## config.mk

```make
export PLATFORM = sky130hd
export DESIGN_NAME = apb_default_slave_flat
export DESIGN_NICKNAME = d
export VERILOG_FILES = /design/src/rtl/apb_default_slave_pkg.sv /design/src/rtl/apb_default_slave_if.sv /design/src/rtl/apb_default_slave_wait_cnt.sv /design/src/rtl/apb_default_slave.sv /design/src/flat_wrapper.sv
export SDC_FILE = /design/constraint.sdc
export NUM_CORES = 1
export LEC_CHECK = 0
export CORE_ASPECT_RATIO = 0.9
export CORE_MARGIN = 5
export CORE_UTILIZATION = 34
export DETAILED_ROUTE_END_ITERATION = 8
export PLACE_DENSITY = 0.86
export SYNTH_ARGS = -nofsm -noshare
export SYNTH_HDL_FRONTEND = slang
export SYNTH_SLANG_ARGS = --single-unit
export TNS_END_PERCENT = 20
```

## constraint.sdc

```tcl
create_clock -name PCLK -period 2.3 [get_ports PCLK]
set_clock_uncertainty 0.2 [all_clocks]
set_input_delay 0.46 -clock PCLK [delete_from_list [all_inputs] [get_ports PCLK]]
set_output_delay 0.46 -clock PCLK [all_outputs]
set_load 0.005 [all_outputs]
```

## src/rtl/apb_default_slave_pkg.sv

```systemverilog
// Shared types for the APB default slave: FSM state encoding and wait-counter width.
package apb_default_slave_pkg;

   localparam int WAIT_CNT_W = 8;

   typedef enum logic [1:0] {
      IDLE = 2'd0,
      WAIT = 2'd1,
      RESP = 2'd2
   } state_e;

endpackage

```

## src/rtl/apb_default_slave_if.sv

```systemverilog
// APB completer-side bus bundle; the master modport drives requests, the slave modport answers.
interface apb_default_slave_if #(
   parameter int PADDR_SIZE = 16,
   parameter int PDATA_SIZE = 32
);

   logic                  PSEL;
   logic                  PENABLE;
   logic [PADDR_SIZE-1:0] PADDR;
   logic                  PWRITE;
   logic [PDATA_SIZE-1:0] PWDATA;
   logic [PDATA_SIZE-1:0] PRDATA;
   logic                  PREADY;
   logic                  PSLVERR;

   modport master (
      output PSEL, PENABLE, PADDR, PWRITE, PWDATA,
      input  PRDATA, PREADY, PSLVERR
   );

   modport slave (
      input  PSEL, PENABLE, PADDR, PWRITE, PWDATA,
      output PRDATA, PREADY, PSLVERR
   );

endinterface

```

## src/rtl/apb_default_slave_wait_cnt.sv

```systemverilog
// Loadable down-counter that paces access-phase wait states; zero flags the last wait cycle.
module apb_wait_cnt
   import apb_default_slave_pkg::*;
(
   input  logic                  clk,
   input  logic                  rst,
   input  logic                  load,
   input  logic                  dec,
   input  logic [WAIT_CNT_W-1:0] load_val,
   output logic                  zero
);

   logic [WAIT_CNT_W-1:0] cnt_q;
   logic [WAIT_CNT_W-1:0] cnt_d;

   always_comb begin
      cnt_d = cnt_q;
      if (load) begin
         cnt_d = load_val;
      end else if (dec && (cnt_q != '0)) begin
         cnt_d = cnt_q - 1'b1;
      end
   end

   always_ff @(posedge clk) begin
      if (rst) begin
         cnt_q <= '0;
      end else begin
         cnt_q <= cnt_d;
      end
   end

   assign zero = (cnt_q == '0);

endmodule

```

## src/rtl/apb_default_slave.sv

```systemverilog
// Catch-all APB completer: answers every selected transfer after a fixed wait and
// records the last completed access in sticky status registers.
module apb_default_slave
   import apb_default_slave_pkg::*;
#(
   parameter int                    PADDR_SIZE  = 16,
   parameter int                    PDATA_SIZE  = 32,
   parameter int                    WAIT_STATES = 0,
   parameter int                    ERR_MODE    = 1,
   parameter logic [PDATA_SIZE-1:0] RDATA_VALUE = '0,
   parameter int                    CNT_SIZE    = 8
) (
   input  logic                  PCLK,
   input  logic                  PRESET,
   apb_default_slave_if.slave    apb,
   input  logic                  hit_clr,
   output logic                  hit_irq,
   output logic [PADDR_SIZE-1:0] hit_addr,
   output logic                  hit_write,
   output logic [CNT_SIZE-1:0]   hit_cnt
);

   state_e state_q;
   state_e state_d;

   logic wait_load;
   logic wait_dec;
   logic wait_zero;
   logic complete;

   logic                  hit_irq_q,   hit_irq_d;
   logic [PADDR_SIZE-1:0] hit_addr_q,  hit_addr_d;
   logic                  hit_write_q, hit_write_d;
   logic [CNT_SIZE-1:0]   hit_cnt_q,   hit_cnt_d;

   logic unused_pwdata;
   assign unused_pwdata = ^apb.PWDATA;

   always_ff @(posedge PCLK) begin
      if (PRESET) begin
         state_q <= IDLE;
      end else begin
         state_q <= state_d;
      end
   end

   // Only a genuine setup phase starts a transfer; dropping PSEL mid-transfer aborts it.
   always_comb begin
      state_d   = state_q;
      wait_load = 1'b0;
      wait_dec  = 1'b0;
      case (state_q)
         IDLE: begin
            if (apb.PSEL && !apb.PENABLE) begin
               if (WAIT_STATES > 0) begin
                  state_d   = WAIT;
                  wait_load = 1'b1;
               end else begin
                  state_d = RESP;
               end
            end
         end
         WAIT: begin
            if (!apb.PSEL) begin
               state_d = IDLE;
            end else if (wait_zero) begin
               state_d = RESP;
            end else begin
               wait_dec = 1'b1;
            end
         end
         RESP:    state_d = IDLE;
         default: state_d = IDLE;
      endcase
   end

   always_comb begin
      apb.PREADY  = 1'b0;
      apb.PSLVERR = 1'b0;
      apb.PRDATA  = '0;
      if (state_q == RESP) begin
         apb.PREADY  = 1'b1;
         apb.PSLVERR = (ERR_MODE != 0);
         apb.PRDATA  = RDATA_VALUE;
      end
   end

   if (WAIT_STATES > 0) begin : g_wait
      localparam logic [WAIT_CNT_W-1:0] LOAD_VAL = WAIT_CNT_W'(WAIT_STATES - 1);

      apb_wait_cnt u_wait_cnt (
         .clk      (PCLK),
         .rst      (PRESET),
         .load     (wait_load),
         .dec      (wait_dec),
         .load_val (LOAD_VAL),
         .zero     (wait_zero)
      );
   end else begin : g_no_wait
      logic unused_wait;
      assign unused_wait = wait_load ^ wait_dec;
      assign wait_zero   = 1'b1;
   end

   assign complete = (state_q == RESP) && apb.PSEL && apb.PENABLE;

   // A completion in the same cycle as a clear wins, so the new transfer is never lost.
   always_comb begin
      hit_irq_d   = hit_irq_q;
      hit_addr_d  = hit_addr_q;
      hit_write_d = hit_write_q;
      hit_cnt_d   = hit_cnt_q;
      if (complete) begin
         hit_irq_d   = 1'b1;
         hit_addr_d  = apb.PADDR;
         hit_write_d = apb.PWRITE;
         if (hit_clr) begin
            hit_cnt_d = CNT_SIZE'(1);
         end else if (hit_cnt_q != '1) begin
            hit_cnt_d = hit_cnt_q + 1'b1;
         end
      end else if (hit_clr) begin
         hit_irq_d = 1'b0;
         hit_cnt_d = '0;
      end
   end

   always_ff @(posedge PCLK) begin
      if (PRESET) begin
         hit_irq_q   <= 1'b0;
         hit_addr_q  <= '0;
         hit_write_q <= 1'b0;
         hit_cnt_q   <= '0;
      end else begin
         hit_irq_q   <= hit_irq_d;
         hit_addr_q  <= hit_addr_d;
         hit_write_q <= hit_write_d;
         hit_cnt_q   <= hit_cnt_d;
      end
   end

   assign hit_irq   = hit_irq_q;
   assign hit_addr  = hit_addr_q;
   assign hit_write = hit_write_q;
   assign hit_cnt   = hit_cnt_q;

endmodule

```

## src/flat_wrapper.sv

```systemverilog
// flat-port wrapper written by rule: the top's interface ports become plain ports
module apb_default_slave_flat import apb_default_slave_pkg::*;
#(
   parameter int                    PADDR_SIZE  = 16,
   parameter int                    PDATA_SIZE  = 32,
   parameter int                    WAIT_STATES = 0,
   parameter int                    ERR_MODE    = 1,
   parameter logic [PDATA_SIZE-1:0] RDATA_VALUE = '0,
   parameter int                    CNT_SIZE    = 8
)
  (PCLK, PRESET, hit_clr, hit_irq, hit_addr, hit_write, hit_cnt, apb_PSEL, apb_PENABLE, apb_PADDR, apb_PWRITE, apb_PWDATA, apb_PRDATA, apb_PREADY, apb_PSLVERR);
  apb_default_slave_if #(.PADDR_SIZE(PADDR_SIZE), .PDATA_SIZE(PDATA_SIZE)) apb_i ();
  input  logic PCLK;
  input  logic PRESET;
  input  logic hit_clr;
  output logic hit_irq;
  output logic [PADDR_SIZE-1:0] hit_addr;
  output logic hit_write;
  output logic [CNT_SIZE-1:0] hit_cnt;
  input wire logic [$bits(apb_i.PSEL)-1:0] apb_PSEL;
  input wire logic [$bits(apb_i.PENABLE)-1:0] apb_PENABLE;
  input wire logic [$bits(apb_i.PADDR)-1:0] apb_PADDR;
  input wire logic [$bits(apb_i.PWRITE)-1:0] apb_PWRITE;
  input wire logic [$bits(apb_i.PWDATA)-1:0] apb_PWDATA;
  output wire logic [$bits(apb_i.PRDATA)-1:0] apb_PRDATA;
  output wire logic [$bits(apb_i.PREADY)-1:0] apb_PREADY;
  output wire logic [$bits(apb_i.PSLVERR)-1:0] apb_PSLVERR;
  assign apb_i.PSEL = apb_PSEL;
  assign apb_i.PENABLE = apb_PENABLE;
  assign apb_i.PADDR = apb_PADDR;
  assign apb_i.PWRITE = apb_PWRITE;
  assign apb_i.PWDATA = apb_PWDATA;
  assign apb_PRDATA = apb_i.PRDATA;
  assign apb_PREADY = apb_i.PREADY;
  assign apb_PSLVERR = apb_i.PSLVERR;
  apb_default_slave #(.PADDR_SIZE(PADDR_SIZE), .PDATA_SIZE(PDATA_SIZE), .WAIT_STATES(WAIT_STATES), .ERR_MODE(ERR_MODE), .RDATA_VALUE(RDATA_VALUE), .CNT_SIZE(CNT_SIZE)) u_core (.PCLK(PCLK), .PRESET(PRESET), .apb(apb_i), .hit_clr(hit_clr), .hit_irq(hit_irq), .hit_addr(hit_addr), .hit_write(hit_write), .hit_cnt(hit_cnt));
endmodule
```

==> results of run 1 <==
==> per-stage QoR <==
step                      hold slack, ps  setup slack (ps)
final                              255.9             364.5
after global routing               284.0             275.1
after CTS                          259.2             344.6
after detailed placement           245.9             157.9
after global placement             240.9             180.9
after floorplan                    252.7             708.5
==> state kept, by name, indices dropped and copies added, names as in the netlist <==
register / count
u_core.hit_addr: 16
u_core.state_q: 1
u_core.hit_cnt: 8
u_core.hit_irq: 1
u_core.hit_write: 1
==> routing by layer <==
metal  vias up  track usage (%)
met2        52            20.37
met1       513            13.23
met5         -                0
li1        579                -
met4         0            2.620
met3         2            6.087
==> tightest hold or removal path: cells and delay by family, from the launching register on <==
kind	cells	cell delay (ps)
flip-flops	1	320
AND/OR/NAND/NOR	1	50
AO/OA/AOI/OAI	1	50
==> power by group through the flow <==
stage          clock network [mW]  registers, mW  logic (mW)
5_1_grt                     0.307          0.476      0.0944
6_report                    0.265          0.475      0.0838
2_1_floorplan                   0          0.486      0.0686
4_1_cts                     0.281          0.475      0.0831
3_5_place_dp                    0          0.486      0.0828
3_3_place_gp                    0          0.485      0.0823
==> cell families after synthesis <==
| logic type | after synthesis | synth area share (%) |
|---|---|---|
| flops | 27 | 41.34 |
| other cells | 1 | 0.2868 |
| buf+inv | 40 | 21.43 |
| compound gates | 31 | 13.30 |
| fa+ha+maj | 1 | 0.9568 |
| mux | 1 | 0.7656 |
| xor+xnor | 1 | 0.6700 |
| simple gates | 61 | 21.25 |
==> placed cells by master (no fill, tap or decap), drive strengths merged, types with 2 or more instances in the layout <==
cell	n
clkbuf	4
clkdlybuf4s50	49
a21oi	21
o21ai	6
nand4	2
nand2	37
nor2	3
dfxtp	27
buf	4
and3	3
conb	32
nand3	8
==> worst min path at each step <==
stage,start,endpoint,slack (ps),cells after the start
2_1_floorplan,u_core.hit_addr[0],u_core.hit_addr[0],250,2
3_3_place_gp,u_core.hit_addr[9],u_core.hit_addr[9],240,2
3_5_place_dp,u_core.hit_addr[11],u_core.hit_addr[11],250,2
4_1_cts,u_core.hit_addr[11],u_core.hit_addr[11],260,2
5_1_grt,u_core.hit_addr[13],u_core.hit_addr[13],280,2
6_report,u_core.hit_addr[13],u_core.hit_addr[13],260,2
==> cell type report <==
class,count,area [um2]
clock buffer,4,45.04
tap,46,57.56
sequential,27,540.5
inverter,1,3.754
multi-input combinational,127,603.1
fill,378,1934
timing repair buffer,53,520.5
==> results by group, run 1 <==
Synthesis
  • Synth area leader: dfxtp_1
  • Synth cell types: 29
  • Synth Area per Inst: 8.021 um2
  • Syn. warnings: 0
  • Yosys top cell area share: 41.34%
  • Count leader, synth: nand2_1
  • Post-synth top cells: nand2_1 (37), buf_4 (34), dfxtp_1 (27)
  • Ys async rst share: 0%
  • Predominant post-synthesis flop cell: dfxtp_1
  • Mapped cell area: 0.001308 mm2
  • Ranking of synthesized cells by area: dfxtp_1 (41%), buf_4 (20%), nand2_1 (11%)
  • Sequential area share after synthesis: 41.34%
  • Cell count after synthesis: 163
  • Post-synth EDFFs: 0
  • Seq cells post-synth: 27

Route
  • DRC: 0
  • DRT Pass-1 Iters: 4
  • Post-DR wirelength/cell: 11.25 um
  • Vias: 1,146
  • Routed length on met3: 422 um
  • DR vias/cell: 4.442
  • Routed metal-1 wirelength: 1187 um
  • Initial drt markers: 58
  • Max layer used: met4
  • Routed wire length: 2903 um
  • Final antenna-violating net count: 0
  • Met2 Wirelength: 1280 um

Global routing
  • Vias in the first global route: 1,071
  • First-pass GRT wire length: 4767 um
  • Largest net degree at the start of global routing: 22
  • Total global routing overflow: 0
  • All-Layer GR Usage: a little under an eighth
  • Initial antenna violation count: 0

Timing
  • Min Clock Period, post-route: 1936 ps
  • Setup_tns: 0 ps
  • Slew Limit Fails: 0
  • Final period util: 84.15%
  • RSZ-0062 raised after global routing: false
  • Final setup fails: 0
  • Hold Vio Cnt, Final: 0
  • Max frequency: just over 0.5 GHz

Placement
  • Placement Cell Area: 0.001725 mm2
  • Placed Cells: 254
  • Routability congestion estimate: around 0.81
  • DP HPWL: about 2200 um
  • # port buffers: 49

Power and ir drop
  • Leakage: 0.6630 nW
  • Clock share of power: 32.2%
  • VDD IR max: 0.3337 mV
  • P per Cell Area: 464.9 mW/mm2
  • Tot Pwr: approximately 820 uW
  • Switch Pwr: 180.5 uW
  • Switch share: around 22%
  • Reg power frac: just under 60%
  • Combinational Power Share: 10.2%
  • Internal power: between 600 and 700 uW

Final layout
  • Fin util: 47.79%
  • Fin cells: roughly 260
  • Nets: 268
  • Share of cells above drive strength 1: 4.717%
  • Layout Area Growth over Synthesis: 35.41%
  • ANT cells: 0
  • Post-route cell area: 0.001770 mm2

Worst setup path
  • Reg-to-Reg End: u_core.hit_cnt[3]
  • Setup crit start kind: flop
  • Crit-path cells: clkdlybuf4s50_1
  • CP delay by family, top: buffers and inverters
  • CP Buf/Inv Count: 1
  • FF-to-FF path depth: 5
  • Setup crit start: u_core.hit_cnt[2]
  • CP max stage delay: about 550 ps
  • WP data required: 1640 ps
  • Critical Path Sink: hit_cnt[2]
  • Critical Path AT: 1280 ps
  • Crit path max fanout: 7
  • Crit-path slowest cell: clkdlybuf4s50_1
  • Reg2Reg Setup Slack: 610 ps
  • Critical R2R Launch: u_core.hit_cnt[0]
  • Crit. End Element: output port
  • CP Class: reg -> out
  • Crit path depth: 1

Worst hold path
  • Hold Crit Class: reg -> reg

Die
  • Die ar.: 0.005187 mm2
  • Row count: 21
  • Die Y: 68.83 um
  • Die width: roughly 75 um
  • # IOs: approximately 110
  • Initial Util: 35.29%
  • Placeable Area: 0.003705 mm2

Clock network
  • Clk sinks: 27
  • CTS resizes: 0
  • Clk Latency, worst-skew pair: roughly 270 ps
  • Clock slew at reported path FFs: 90 ps
  • H-tree Lvls: 1
  • Setup Buffers After CTS: 0
  • Num CTS Buffers: 3
  • Post-CTS Hold Buffers: 0
  • CTS tree: built
  • CTS Buffer Depth: 2
  • Root buffer cell: clkbuf_8

Status
  • Status: finished clean

Flow run
  • # Max-Cap Violations: 0
Note: power is estimated with default switching activity, not from simulation.
==> run 2: changes to the inputs <==
--- a/config.mk
+++ b/config.mk
@@ -7,9 +7,9 @@
 export LEC_CHECK = 0
 export CORE_ASPECT_RATIO = 0.9
 export CORE_MARGIN = 5
-export CORE_UTILIZATION = 34
+export CORE_UTILIZATION = 31
 export DETAILED_ROUTE_END_ITERATION = 8
-export PLACE_DENSITY = 0.86
+export PLACE_DENSITY = 0.79
 export SYNTH_ARGS = -nofsm -noshare
 export SYNTH_HDL_FRONTEND = slang
 export SYNTH_SLANG_ARGS = --single-unit
==> constraint.sdc (replaced) <==
create_clock -name PCLK -period 1.8 [get_ports PCLK]
set_clock_uncertainty 0.2 [all_clocks]
set_input_delay 0.36 -clock PCLK [delete_from_list [all_inputs] [get_ports PCLK]]
set_output_delay 0.36 -clock PCLK [all_outputs]
set_load 0.005 [all_outputs]
==> run 2 against run 1 <==
- critical path depth stayed put
- wire length is 9.2% higher
- flip-flop and latch count stayed put
- critical path type unchanged
- utilization is 2.3 points lower
- highest routed layer unchanged
- worst setup slack worse by 310 ps
- non-clock buffer count is 7 higher
- first-iteration DRC count is 71% higher
- cell count is 3.5% higher
- die area is 8.3% higher
- hold slack worse by 2.6 ps
- combinational power is 40% higher
- largest power group unchanged
- via count is 2.4% higher
==> results by group, run 2 (same netlist as run 1, synthesis figures left out) <==
Route
  • Vias: about 1,200
  • Final antenna-violating net count: 0
  • DRC: 0
  • Routed wire length: about 3200 um
  • DR vias/cell: 4.393
  • Initial drt markers: 99
  • Post-DR wirelength/cell: 11.87 um
  • DRT Pass-1 Iters: 4

Placement
  • Routability congestion estimate: 0.7899
  • DP Worst Slack: -184.4 ps
  • DP HPWL: around 2400 um
  • # port buffers: 49
  • Placed Cells: between 200 and 300

Timing
  • Hold Vio Cnt, Final: 0
  • Setup slack after layout: 51.46 ps
  • Slew Limit Fails: 0
  • RSZ-0062 raised after global routing: false
  • Min Clock Period, post-route: 1749 ps
  • Final setup fails: 0
  • Max frequency: 0.5719 GHz
  • Final period util: a little over nine tenths

Worst setup path
  • CP delay by family, top: buffers and inverters
  • CP max stage delay: 520 ps
  • Crit path max fanout: 7
  • Crit. End Element: output port
  • CP Class: reg -> out
  • Critical Path AT: roughly 1200 ps
  • CP Buf/Inv Count: 1
  • Setup crit start kind: flop
  • Crit-path cells: clkdlybuf4s50_1
  • Crit-path slowest cell: clkdlybuf4s50_1
  • WP data required: 1240 ps

Clock network
  • Clk Latency, worst-skew pair: approximately 270 ps
  • CTS Buffer Depth: 2
  • Root buffer cell: clkbuf_8
  • CTS tree: built
  • Clock slew at reported path FFs: approximately 90 ps
  • Post-CTS Hold Buffers: 0
  • Clk sinks: 27
  • Num CTS Buffers: 3
  • H-tree Lvls: 1

Final layout
  • Area of the multi-input gates: 603.1 um2
  • Filler cells: 409
  • ANT cells: 0
  • Share of cells above drive strength 1: between 10% and 20%
  • Most frequent cells in the layout: clkdlybuf4s50_1 (49), nand2_1 (37), conb_1 (32), a21oi_1 (21), dfxtp_1 (18)
  • Fin cells: between 200 and 300
  • Max reg flops: 16
  • Most common cell after layout, fill and taps aside: clkdlybuf4s50_1
  • Nets: 275
  • Layout Area Growth over Synthesis: 41.72%
  • Storage cell area: about 550 um2

Global routing
  • First-pass GRT wire length: 5037 um
  • Largest net degree at the start of global routing: 22
  • Initial antenna violation count: 0
  • Total global routing overflow: 0
  • All-Layer GR Usage: 11.09%
  • Vias in the first global route: 1,067

Power and ir drop
  • VDD IR max: 0.3541 mV
  • Leakage: approximately 0.71 nW
  • P per Cell Area: 574.5 mW/mm2

Die
  • # IOs: 114
  • Die ar.: approximately 0.0056 mm2
  • Placeable Area: 0.004074 mm2
  • Initial Util: 32.09%
  • Die Y: ~70 um
  • Row count: 22
  • Die width: 78.46 um

Worst hold path
  • Hold Crit Class: reg -> reg

Flow run
  • # Max-Cap Violations: 0

Status
  • Status: finished clean
## run 2: through the flow
step / setup TNS (ps) / hold slack, ps / power, mW / instance area (um2) / util (%)
floorplan: 0 / 239.3 / 0.7087 / 1424 / -
global placement: -695.3 / 241.5 / 0.7347 / 1793 / 44.01
detailed placement: -838.7 / 248.5 / 0.7357 / 1793 / 44.01
CTS: 0 / 261.3 / 1.087 / 1847 / 45.33
global route: 0 / 274.8 / 1.116 / 1853 / 45.49
finish: 0 / 253.4 / 1.065 / 1853 / 45.49
## run 2: layer usage
layer	routed length [um]	GRT usage (%)
met3	358	5.151
met1	1348	13.10
met5	0	0
met4	8	1.748
met2	1454	18.82
## run 2: worst paths after layout
path | start | end | slack, ps | depth (start not counted)
setup / recovery | u_core.hit_cnt[3] | hit_cnt[3] | 50 | 1
hold / removal | u_core.state_q[1] | u_core.state_q[1] | 250 | 1
setup reg to reg | u_core.hit_cnt[0] | u_core.hit_cnt[3] | 210 | 5
hold reg to reg | u_core.state_q[1] | u_core.state_q[1] | 250 | 1
## run 2: area by class of cell
type | count | share of cell area [%]
clock inverters | 1 | 0.2701
inverters | 1 | 0.2026
well taps | 48 | 3.241
multi-input cells | 127 | 32.55
clock buffers | 3 | 2.228
repair buffers | 60 | 31.60
flip-flops and latches | 27 | 29.91
## run 2: where the power goes
group | switching (mW) | internal [mW]
logic | 0.0501 | 0.0669
clock network | 0.187 | 0.155
registers | 0.00389 | 0.601
## run 2: timing repair
item,CTS,global route
gates resized for setup,6,4
setup endpoints to repair,6,4
setup buffers,0,0
==> run 3: changes to the inputs <==
--- a/config.mk
+++ b/config.mk
@@ -7,9 +7,9 @@
 export LEC_CHECK = 0
 export CORE_ASPECT_RATIO = 0.9
 export CORE_MARGIN = 5
-export CORE_UTILIZATION = 31
+export CORE_UTILIZATION = 25
 export DETAILED_ROUTE_END_ITERATION = 8
-export PLACE_DENSITY = 0.79
+export PLACE_DENSITY = 0.66
 export SYNTH_ARGS = -nofsm -noshare
 export SYNTH_HDL_FRONTEND = slang
 export SYNTH_SLANG_ARGS = --single-unit
==> constraint.sdc (replaced) <==
create_clock -name PCLK -period 2.3 [get_ports PCLK]
set_clock_uncertainty 0.2 [all_clocks]
set_input_delay 0.46 -clock PCLK [delete_from_list [all_inputs] [get_ports PCLK]]
set_output_delay 0.46 -clock PCLK [all_outputs]
set_load 0.005 [all_outputs]
==> run 3 against run 2 <==
- power down 21%
- via count down 3.2%
- non-clock buffer count shrank 6
- combinational power decreased by 27%
- critical endpoint is now hit_cnt[2]
- sequential power is 21% lower
- die area is 21% higher
- largest power group unchanged
- clock-buffer cell count unchanged
==> results by group, run 3 (same netlist as run 1, synthesis figures left out) <==
Route
  • Final antenna-violating net count: 0
  • DRT Pass-1 Iters: 4
  • Routed wire length: 3241 um
  • DR vias/cell: around 4.1
  • Initial drt markers: 84
  • Vias: 1,136
  • Post-DR wirelength/cell: 11.58 um
  • DRC: 0

Final layout
  • Most frequent cells in the layout: clkdlybuf4s50_1 (49), nand2_1 (37), conb_1 (32), dfxtp_1 (27), a21oi_1 (21)
  • Most common cell after layout, fill and taps aside: clkdlybuf4s50_1
  • Layout Area Growth over Synthesis: 38.28%
  • Nets: 269
  • Post-route cell area: ~0.0018 mm2
  • Share of cells above drive strength 1: 5.634%
  • Max reg flops: 16
  • ANT cells: 0

Die
  • Initial Util: 25.33%
  • Die Y: 78.61 um
  • Die ar.: between 0.006 and 0.007 mm2
  • Die width: 86.23 um
  • Placeable Area: 0.005161 mm2
  • # IOs: between 100 and 150
  • Row count: 25

Timing
  • Hold Vio Cnt, Final: 0
  • Setup_tns: 0 ps
  • Min Clock Period, post-route: 1965 ps
  • RSZ-0062 raised after global routing: false
  • Slew Limit Fails: 0
  • Final setup fails: 0
  • Final period util: 85.45%
  • Max frequency: 0.5088 GHz

Status
  • Status: finished clean

Worst setup path
  • CP Class: reg -> out
  • Crit. End Element: output port
  • Crit-path slowest cell: clkdlybuf4s50_1
  • Setup crit start kind: flop
  • CP delay by family, top: buffers and inverters
  • CP max stage delay: 560 ps
  • CP Buf/Inv Count: 1
  • Crit-path cells: clkdlybuf4s50_1
  • WP data required: 1640 ps
  • Crit path max fanout: 7
  • Critical Path AT: 1310 ps

Flow run
  • # Max-Cap Violations: 0

Clock network
  • CTS tree: built
  • Setup Buffers After CTS: 0
  • CTS resizes: 0
  • Root buffer cell: clkbuf_8
  • Post-CTS Hold Buffers: 0
  • Clk Latency, worst-skew pair: 270 ps
  • CTS Buffer Depth: 2
  • Clk sinks: 27
  • H-tree Lvls: 1
  • Clock slew at reported path FFs: 100 ps
  • Num CTS Buffers: 3

Power and ir drop
  • VDD IR max: 0.2132 mV
  • Leakage: 0.6656 nW
  • P per Cell Area: 464.1 mW/mm2

Global routing
  • Vias in the first global route: roughly 1,100
  • First-pass GRT wire length: around 5100 um
  • All-Layer GR Usage: under 10%
  • Largest net degree at the start of global routing: 22
  • Total global routing overflow: 0
  • Initial antenna violation count: 0

Placement
  • # port buffers: 49
  • DP HPWL: 2413 um
  • Routability congestion estimate: 0.7907
  • Placement Cell Area: 0.001759 mm2

Worst hold path
  • Hold Crit Class: reg -> reg
==> run 3: cell count changes in the layout (fill, tap and decap cells not counted), sizes merged <==
cell / change
buf: -6
clkinvlp: +1
clkinv: -1
==> run 3: power by group <==
part	total (mW)	leakage [nW]	internal (mW)	switching (mW)
combinational	0.0856	0.426	0.0479	0.0377
clock	0.279	0.0217	0.123	0.156
sequential	0.475	0.218	0.472	0.00284
==> run 3: worst paths after layout <==
path                                     startpoint  cells past startpoint  slack, ps                  end
worst max-delay path              u_core.hit_cnt[2]                      1        330           hit_cnt[2]
worst min-delay path            u_core.hit_addr[11]                      2        260  u_core.hit_addr[11]
worst max register to register    u_core.hit_cnt[0]                      6        540    u_core.hit_cnt[0]
worst min register to register  u_core.hit_addr[11]                      2        260  u_core.hit_addr[11]
==> run 3: through the flow <==
stage	utilization [%]	worst slack, ps	total power, mW	hold slack (ps)	cells
after global placement	34.08	126.4	0.5694	241.6	276
after detailed placement	34.08	111.5	0.5705	246.4	276
after global routing	35.03	265.7	0.8869	273.2	280
after floorplan	-	708.5	0.5546	252.7	194
final	35.03	334.7	0.8391	258.4	280
after CTS	35.03	327.9	0.8564	262.0	280
==> run 3: layout make-up <==
class	instances	area, um2
clock buffer	3	41.29
clock inverter	1	7.507
fill	560	3353
inverter	1	3.754
multi-input combinational	127	603.1
sequential	27	540.5
tap	67	83.83
timing repair buffer	54	528.0
==> run 3: worst register-to-register path: stages (launching register included) <==
cell	delay, ps
dfxtp_1	440
ha_1	270
nand4_1	170
o21ai_2	240
buf_4	160
nand3b_1	70
a21oi_1	140
==> run 3: per-layer routing <==
metal | vias to the layer above | wire length [um] | global-route usage [%] | part of all wire, %
met5 | - | 0 | 0 | 0
met4 | 0 | 0 | 2.336 | 0
met3 | 0 | 387 | 4.407 | 12
met2 | 46 | 1544 | 16.18 | 48
met1 | 511 | 1310 | 10.35 | 40
li1 | 579 | - | - | -
